### config.mk
export PLATFORM = sky130hd
export DESIGN_NAME = alu_issue_stage
export DESIGN_NICKNAME = d
export VERILOG_FILES = /design/src/rtl/alu_issue_stage.sv
export SDC_FILE = /design/constraint.sdc
export NUM_CORES = 1
export LEC_CHECK = 0
export BUFFER_PORTS_ARGS = -buffer_cell sky130_fd_sc_hd__buf_2
export CAP_MARGIN = 25
export CORE_ASPECT_RATIO = 1.4
export CORE_MARGIN = 2
export CORE_UTILIZATION = 40
export DETAILED_ROUTE_END_ITERATION = 12
export PLACE_DENSITY_LB_ADDON = 0.2
export SYNTH_ARGS = -nofsm -noshare
export SYNTH_HDL_FRONTEND = slang
export SYNTH_SLANG_ARGS = --single-unit
### constraint.sdc
create_clock -name clk -period 10.8 [get_ports clk]
set_clock_uncertainty 0.1 [all_clocks]
set_input_delay 2.16 -clock clk [delete_from_list [all_inputs] [get_ports clk]]
set_output_delay 2.16 -clock clk [all_outputs]
set_load 0.03 [all_outputs]
### src/rtl/alu_issue_stage.sv
// alu_issue_stage: RV32I decode/issue stage feeding the ALU.
// Each instruction word is decoded into {a, b, op, rd, illegal} and queued
// in a 2-entry skid buffer (main + skid) behind a valid/ready handshake.
// in_ready and all out_* signals come straight from flops, so there is no
// combinational path from out_ready back to in_ready.
//
// state | meaning
// EMPTY | nothing buffered, out_valid=0, in_ready=1
// ONE   | main holds the beat on out_*, skid free, in_ready=1
// FULL  | main and skid both hold beats, in_ready=0
module alu_issue_stage #(
    parameter int XLEN = 32,
    parameter int OP_W = 4
) (
    input  logic            clk,
    input  logic            rst,
    input  logic            flush,
    input  logic            in_valid,
    output logic            in_ready,
    input  logic [31:0]     in_instr,
    input  logic [XLEN-1:0] in_rs1,
    input  logic [XLEN-1:0] in_rs2,
    input  logic [XLEN-1:0] in_pc,
    output logic            out_valid,
    input  logic            out_ready,
    output logic [XLEN-1:0] out_a,
    output logic [XLEN-1:0] out_b,
    output logic [OP_W-1:0] out_op,
    output logic [4:0]      out_rd,
    output logic            out_illegal
);

    localparam logic [OP_W-1:0] OP_ADD  = OP_W'(0);
    localparam logic [OP_W-1:0] OP_SUB  = OP_W'(1);
    localparam logic [OP_W-1:0] OP_AND  = OP_W'(2);
    localparam logic [OP_W-1:0] OP_OR   = OP_W'(3);
    localparam logic [OP_W-1:0] OP_SLL  = OP_W'(4);
    localparam logic [OP_W-1:0] OP_SRL  = OP_W'(5);
    localparam logic [OP_W-1:0] OP_SRA  = OP_W'(6);
    localparam logic [OP_W-1:0] OP_SLTU = OP_W'(7);
    localparam logic [OP_W-1:0] OP_SLT  = OP_W'(8);

    localparam logic [6:0] OPC_OP     = 7'b0110011;
    localparam logic [6:0] OPC_OP_IMM = 7'b0010011;
    localparam logic [6:0] OPC_LUI    = 7'b0110111;
    localparam logic [6:0] OPC_AUIPC  = 7'b0010111;
    localparam logic [6:0] OPC_LOAD   = 7'b0000011;
    localparam logic [6:0] OPC_STORE  = 7'b0100011;
    localparam logic [6:0] OPC_BRANCH = 7'b1100011;

    typedef struct packed {
        logic [XLEN-1:0] a;
        logic [XLEN-1:0] b;
        logic [OP_W-1:0] op;
        logic [4:0]      rd;
        logic            illegal;
    } issue_t;

    typedef enum logic [1:0] {
        EMPTY = 2'd0,
        ONE   = 2'd1,
        FULL  = 2'd2
    } state_t;

    state_t state;
    issue_t dec;
    issue_t main_q;
    issue_t skid_q;

    logic [6:0]      opcode;
    logic [2:0]      funct3;
    logic [6:0]      funct7;
    logic            alt;
    logic [XLEN-1:0] imm_i;
    logic [XLEN-1:0] imm_s;
    logic [XLEN-1:0] imm_u;
    logic [XLEN-1:0] shamt_i;
    logic [XLEN-1:0] shamt_r;
    logic            in_fire;
    logic            out_fire;

    // rs1 index is resolved by the register file upstream; only its data is used here
    logic rs1_field_unused;
    assign rs1_field_unused = ^in_instr[19:15];

    assign opcode  = in_instr[6:0];
    assign funct3  = in_instr[14:12];
    assign funct7  = in_instr[31:25];
    assign alt     = in_instr[30];
    assign imm_i   = {{(XLEN-12){in_instr[31]}}, in_instr[31:20]};
    assign imm_s   = {{(XLEN-12){in_instr[31]}}, in_instr[31:25], in_instr[11:7]};
    assign imm_u   = {{(XLEN-31){in_instr[31]}}, in_instr[30:12], 12'b0};
    assign shamt_i = {{(XLEN-5){1'b0}}, in_instr[24:20]};
    assign shamt_r = {{(XLEN-5){1'b0}}, in_rs2[4:0]};

    assign in_fire  = in_valid & in_ready;
    assign out_fire = out_valid & out_ready;

    // Combinational decode of the incoming beat into ALU operands and op
    always_comb begin
        dec         = '0;
        dec.op      = OP_ADD;
        dec.rd      = in_instr[11:7];
        dec.illegal = 1'b0;
        unique case (opcode)
            OPC_OP: begin
                dec.a = in_rs1;
                dec.b = in_rs2;
                if (funct7 != 7'b0000000 && funct7 != 7'b0100000) begin
                    dec.illegal = 1'b1;
                end else if (alt && funct3 != 3'b000 && funct3 != 3'b101) begin
                    dec.illegal = 1'b1;
                end else begin
                    case (funct3)
                        3'b000: dec.op = alt ? OP_SUB : OP_ADD;
                        3'b001: begin dec.op = OP_SLL; dec.b = shamt_r; end
                        3'b010: dec.op = OP_SLT;
                        3'b011: dec.op = OP_SLTU;
                        3'b101: begin dec.op = alt ? OP_SRA : OP_SRL; dec.b = shamt_r; end
                        3'b110: dec.op = OP_OR;
                        3'b111: dec.op = OP_AND;
                        default: dec.illegal = 1'b1;
                    endcase
                end
            end
            OPC_OP_IMM: begin
                dec.a = in_rs1;
                dec.b = imm_i;
                case (funct3)
                    3'b000: dec.op = OP_ADD;
                    3'b010: dec.op = OP_SLT;
                    3'b011: dec.op = OP_SLTU;
                    3'b110: dec.op = OP_OR;
                    3'b111: dec.op = OP_AND;
                    3'b001: begin
                        dec.op = OP_SLL;
                        dec.b  = shamt_i;
                        if (funct7 != 7'b0000000) dec.illegal = 1'b1;
                    end
                    3'b101: begin
                        dec.b = shamt_i;
                        if (funct7 == 7'b0000000)      dec.op = OP_SRL;
                        else if (funct7 == 7'b0100000) dec.op = OP_SRA;
                        else                           dec.illegal = 1'b1;
                    end
                    default: dec.illegal = 1'b1;
                endcase
            end
            OPC_LUI: begin
                dec.a = '0;
                dec.b = imm_u;
            end
            OPC_AUIPC: begin
                dec.a = in_pc;
                dec.b = imm_u;
            end
            OPC_LOAD: begin
                dec.a = in_rs1;
                dec.b = imm_i;
            end
            OPC_STORE: begin
                dec.a  = in_rs1;
                dec.b  = imm_s;
                dec.rd = 5'd0;
            end
            OPC_BRANCH: begin
                dec.a  = in_rs1;
                dec.b  = in_rs2;
                dec.rd = 5'd0;
                case (funct3)
                    3'b000, 3'b001: dec.op = OP_SUB;
                    3'b100, 3'b101: dec.op = OP_SLT;
                    3'b110, 3'b111: dec.op = OP_SLTU;
                    default:        dec.illegal = 1'b1;
                endcase
            end
            default: dec.illegal = 1'b1;
        endcase
        // illegal beats still flow in order, but carry no operands
        if (dec.illegal) begin
            dec.a  = '0;
            dec.b  = '0;
            dec.op = OP_ADD;
            dec.rd = 5'd0;
        end
    end

    // Skid-buffer FSM; in_ready and out_valid are registered alongside state
    always_ff @(posedge clk or posedge rst) begin
        if (rst) begin
            state     <= EMPTY;
            in_ready  <= 1'b1;
            out_valid <= 1'b0;
            main_q    <= '0;
            skid_q    <= '0;
        end else if (flush) begin
            state     <= EMPTY;
            in_ready  <= 1'b1;
            out_valid <= 1'b0;
        end else begin
            case (state)
                EMPTY: begin
                    if (in_fire) begin
                        main_q    <= dec;
                        state     <= ONE;
                        out_valid <= 1'b1;
                    end
                end
                ONE: begin
                    if (in_fire && out_fire) begin
                        main_q <= dec;
                    end else if (in_fire) begin
                        skid_q   <= dec;
                        state    <= FULL;
                        in_ready <= 1'b0;
                    end else if (out_fire) begin
                        state     <= EMPTY;
                        out_valid <= 1'b0;
                    end
                end
                FULL: begin
                    if (out_fire) begin
                        main_q   <= skid_q;
                        state    <= ONE;
                        in_ready <= 1'b1;
                    end
                end
                default: begin
                    state     <= EMPTY;
                    in_ready  <= 1'b1;
                    out_valid <= 1'b0;
                end
            endcase
        end
    end

    assign out_a       = main_q.a;
    assign out_b       = main_q.b;
    assign out_op      = main_q.op;
    assign out_rd      = main_q.rd;
    assign out_illegal = main_q.illegal;

endmodule

# Word-level counts from Yosys, hierarchy flattened
# Cells that the tools add are included.
# W data, S select, Z words.
dict set report classes {
  n_eq_ne 31
  muxes 46
  bitwise_logic 4
  n_reduce_logical 24
}
# cell count
set ops {}
lappend ops {{$pmux W64 S7} 1}
lappend ops {{$mux W74} 3}
lappend ops {{$pmux W74 S3} 1}
lappend ops {{$mux W73} 1}
lappend ops {{$mux W36} 2}
lappend ops {{$mux W32} 2}
lappend ops {{$eq A7 B6 Y1 const B} 4}
lappend ops {{$pmux W4 S7} 1}
lappend ops {{$pmux W4 S3} 2}
lappend ops {{$pmux W4 S6} 1}
lappend ops {{$ne A3 B3 Y1 const B} 7}
lappend ops {{$mux W1} 17}
lappend ops {{$eq A7 B5 Y1 const B} 2}
lappend ops {{$mux W2} 7}
lappend ops {{$eq A3 B3 Y1 const B} 4}
lappend ops {{$reduce_and A4 Y1} 3}
lappend ops {{$ne A2 B2 Y1 const B} 5}
lappend ops {{$reduce_and A5 Y1} 2}
lappend ops {{$reduce_or A2 Y1} 5}
lappend ops {{$pmux W1 S3} 3}
lappend ops {{$eq A7 B2 Y1 const B} 1}
lappend ops {{$eq A7 B7 Y1 const B} 1}
lappend ops {{$logic_not A7 Y1} 1}
lappend ops {{$ne A7 B6 Y1 const B} 1}
lappend ops {{21 further kinds} 28}
dict set report word_totals {
  regBits 152
  out_inout_bits 76
}

# Logic depth before layout (Yosys ltp)
dict set report depth {
  depth_word 9
  ltp_mapped 11
  mapped_depth_nobuf 8
}

# Worst setup path before layout
# OpenSTA, ideal clock, no wires.
dict set report synth_path {
  kind {input -> register}
  start {input in_instr[27]}
  end {register main_q, in the netlist out_op[3]}
  t_arrival_ns 4.178
  required_time_ns 10.623
  setup_slack_ns 6.445
  stages 7
  n_path_buf 1
  path_cell_list {or4_4 > o41ai_2 > a21oi_1 > or3_1 > clkbuf_1 > or4_1 > a21oi_1}
}
dict set report synth_via {
  elab_chain_len 8
}
# element line
set synth_rtl {}
lappend synth_rtl {{start: declaration} 20} ;# input logic [31:0] in_instr,
lappend synth_rtl {{$eq A7 B6 Y1} 143} ;# else if (funct7 == 7'b0100000) dec.op = OP_SRA;
lappend synth_rtl {{$mux W1} 143}
lappend synth_rtl {{$mux W1} 142} ;# if (funct7 == 7'b0000000) dec.op = OP_SRL;
lappend synth_rtl {{$pmux W1 S3} 129} ;# case (funct3)
lappend synth_rtl {{$pmux W1 S4} 105} ;# unique case (opcode)
lappend synth_rtl {{$mux W73 (*)} 180} ;# if (dec.illegal) begin
lappend synth_rtl {{$mux W74, on equally long branches} {210, 203}}
lappend synth_rtl {{$pmux W74 S3 (*)} 201} ;# case (state)
lappend synth_rtl {{end signal: assignment} 223} ;# main_q <= skid_q;
lappend synth_rtl {{end: declaration} 67} ;# issue_t main_q;
# Mark *: on every way between the ends. The rest lies on a longest branch, timed or not. The select of a mux whose other input is x is not followed.
# A chain may end at the register's enable or synchronous reset.

# Worst setup path after layout
dict set report layout_path {
  start {input in_instr[27]}
  end {register skid_q[1] in the netlist's numbering}
}
dict set report layout_via {
  elab_chain_len 6
}
# element line
set layout_rtl {}
lappend layout_rtl {{$eq A7 B6 Y1} 143}
lappend layout_rtl {{$mux W1} 143}
lappend layout_rtl {{$mux W1} 142}
lappend layout_rtl {{$pmux W1 S3} 129}
lappend layout_rtl {{$pmux W1 S4 (*)} 105}
lappend layout_rtl {{$mux W73 (*)} 180}
lappend layout_rtl {{end signal: assignment} 195} ;# skid_q <= '0;
lappend layout_rtl {{end signal: assignment} 213} ;# skid_q <= dec;
lappend layout_rtl {{end: declaration} 68} ;# issue_t skid_q;
# Mark *: on every way between the ends. The rest lies on a longest branch, timed or not.

==> flow_metrics.py <==
metrics = {
    "clocking": {
        "ctsHoldBuffers": 0,
        "tritoncts": "yes",
        "cts_buffers": 17,
        "clock_latency_ns": 0.42,
        "cts_sinks": 152,
        "clk_pin_slew_ns": 0.06,
        "cts_buffer_depth": 2,
        "cts_resized": 0,
        "cts_setup_buffers": 0,
        "clock-root-buffer": "clkbuf_16",
        "h-tree-depth": 4,
    },
    "place": {
        "place_congestion": 0.968,
        "portBuffers": 208,
        "dpl.hpwl_um": 15900,
    },
    "grt": {
        "groute.usage.overall_pct": 23.4,
        "grt_pass1_vias": 7057,
        "grt_max_degree": 91,
        "grt_pass1_wl_um": 37700,
        "grt_overflow_total": 0,
        "antenna_found_initial": 0,
    },
    "route": {
        "via_count": 7350,
        "wl_per_cell_um": 18.1,
        "ant_nets": 0,
        "wl_um": 23900,
        "via_per_inst": 5.55,
        "drc": 0,
        "dr.first_iter.drc_count": 587,
        "drt_first_pass_iters": 5,
    },
    "synth": {
        "yosysSeqAreaShare_pct": 49.3,
        "synth_edf_count": 0,
        "synth_nets": 1039,
        "async_reset_ff_share_pct": 100,
        "ys_ff_latch": 152,
        "syn_inst": 903,
        "yosysWarnings": 0,
        "synth.distinct_cells": 48,
        "synth_top_flop_cell": "dfrtp_1",
        "postSynthAreaPerCell_um2": 8.54,
        "syn_area_um2": 7710,
    },
    "power": {
        "vdd_drop_max_uv": 110,
        "power.density_nw_per_um2": 162,
        "leakage_nw": 4.60,
        "power_w": 0.00154,
    },
    "setup_path": {
        "reg2reg_slack_ns": 7.80,
        "path_class": "primary input to register",
        "cp.arrival_ns": 4.95,
        "crit_path_max_fanout": 65,
        "cp-end-kind": "register",
        "worstSetupStartpointType": "primary input",
        "cp.required_ns": 11.03,
    },
    "finish": {
        "antenna_cells": 0,
        "final_cell_mix": "buf_2 (208), nand2_1 (157), dfrtp_1 (151)",
        "syn2layout_area_growth_pct": 23.0,
        "drive_gt1_share_pct": 26.8,
        "final_common_cell": "buf_2",
        "fin_nets": 1199,
    },
    "die": {
        "io_pins": 209,
        "die_y_um": 168,
        "initial_core_util_pct": 40.5,
        "core_area_um2": 19100,
        "rows": 60,
        "die_area_um2": 20400,
        "die_w_um": 121,
    },
    "worst_hold_path": {
        "hold_class": "register to register",
    },
    "run": {
        "maxCapViolCount": 0,
    },
    "sta": {
        "slew-limit-headroom_pct": 35.3,
        "hold_viol": 0,
        "min_period_ns": 4.72,
        "tightestPinTransition_ns": 0.968,
        "tns_ns": 0,
        "fin_crit_sh_pct": 43.7,
        "max_freq_ghz": 0.212,
        "rsz0062_at_grt": "no",
        "final-max-slew-violation-count": 0,
        "finalSetupViolCount": 0,
        "hold_ws_ns": 0.372,
    },
    "outcome": {
        "status": "finished clean",
    },
}
[report_power, final]
| group | total [W] | switching [W] | internal (W) | leakage (nW) |
|---|---|---|---|---|
| logic | 0.000328 | 0.000236 | 0.0000919 | 2.28 |
| clock network | 0.000560 | 0.000261 | 0.000299 | 0.259 |
| registers | 0.000650 | 0.0000320 | 0.000618 | 2.06 |
[final cells by class]
type	instances	area (um2)
clock inverters	15	118
well taps	248	310
flip-flops and latches	152	3800
clock buffers	17	425
repair buffers	222	1170
multi-input cells	665	3640
fillers	1941	9580
inverters	5	23.8
[worst max-delay path: stages]
cell and delay [ns]:
buf_2 0.13, or4_4 0.57, nor3_4 0.26, a31oi_1 0.20, nor3_4 0.39, buf_4 0.59
nand2_1 0.37, o21ai_0 0.27
[per-stage QoR]
step / cells / instance area [um2] / worst slack (ns) / util (%)
global placement: 1290 / 8910 / 5.35 / 46.7
floorplan: 903 / 7710 / 4.45 / -
finish: 1324 / 9490 / 6.08 / 49.8
CTS: 1322 / 9450 / 5.62 / 49.6
detailed placement: 1290 / 8910 / 5.19 / 46.7
global route: 1324 / 9490 / 5.94 / 49.8
[synth_stat cells (2+ instances only)]
| library cell | instances | share of area [%] |
|---|---|---|
| buf_1 | 4 | 0.19 |
| o21ba_2 | 2 | 0.26 |
| a22o_1 | 33 | 3.7 |
| o22ai_1 | 4 | 0.32 |
| nand3_1 | 79 | 5.1 |
| nor2b_1 | 12 | 0.97 |
| inv_1 | 5 | 0.24 |
| a32o_1 | 7 | 0.91 |
| a21o_1 | 2 | 0.19 |
| clkbuf_1 | 77 | 3.7 |
| o21bai_1 | 3 | 0.29 |
| a21oi_1 | 108 | 7.0 |
| nand3b_1 | 2 | 0.19 |
| ha_1 | 3 | 0.49 |
| dfrtp_1 | 151 | 49 |
| o2bb2ai_1 | 5 | 0.57 |
| and3_1 | 51 | 4.1 |
| or3_1 | 2 | 0.16 |
| nor2_1 | 38 | 1.8 |
| nand4_1 | 2 | 0.16 |
| o21a_1 | 3 | 0.29 |
| a31oi_1 | 4 | 0.32 |
| nand2b_1 | 3 | 0.24 |
| a2111oi_0 | 2 | 0.23 |
| a31o_2 | 19 | 2.2 |
| nand2_1 | 157 | 7.6 |
| o21ai_0 | 101 | 6.6 |
| o31ai_1 | 3 | 0.29 |
| and2_1 | 2 | 0.16 |
[worst paths after layout]
kind,cells after the start,startpoint,end
worst min-delay path,2,skid_q[68]$_DFFE_PP0P_,skid_q[68]$_DFFE_PP0P_
worst max register to register,7,in_ready$_DFFE_PP1P_,out_op[2]$_DFFE_PP0P_
max in group asynchronous,3,rst,out_rd[4]$_DFFE_PP0P_
min in group asynchronous,2,rst,out_a[2]$_DFFE_PP0P_
worst min register to register,2,skid_q[68]$_DFFE_PP0P_,skid_q[68]$_DFFE_PP0P_
worst max-delay path,8,in_instr[27],skid_q[1]$_DFFE_PP0P_
[metal layers]
layer  vias to the layer above  GRT usage (%)  share of wire [%]
met5                         -              0                  0
met3                        25           4.78                6.5
met4                         0           7.70                1.6
met1                      3509           29.7                 41
met2                       289           39.7                 51
li1                       3527              -                  -
[kinds of logic after synthesis]
kind of cell,Yosys count,share of synthesized area (%)
xor gates and xnor gates,1,0.114
AOI/OAI and AO/OA,303,24.0
adders and majority gates,3,0.487
DFF,152,49.3
and+or+nand+nor,358,21.9
buffers and inverters,86,4.18
[flip-flops by register name (all words and copies together) (netlist names), 2 cells and up]
register and count:
out_a 32, out_b 32, out_op 4, out_rd 5, skid_q 74, state 2
(Power assumes the default switching activity.)
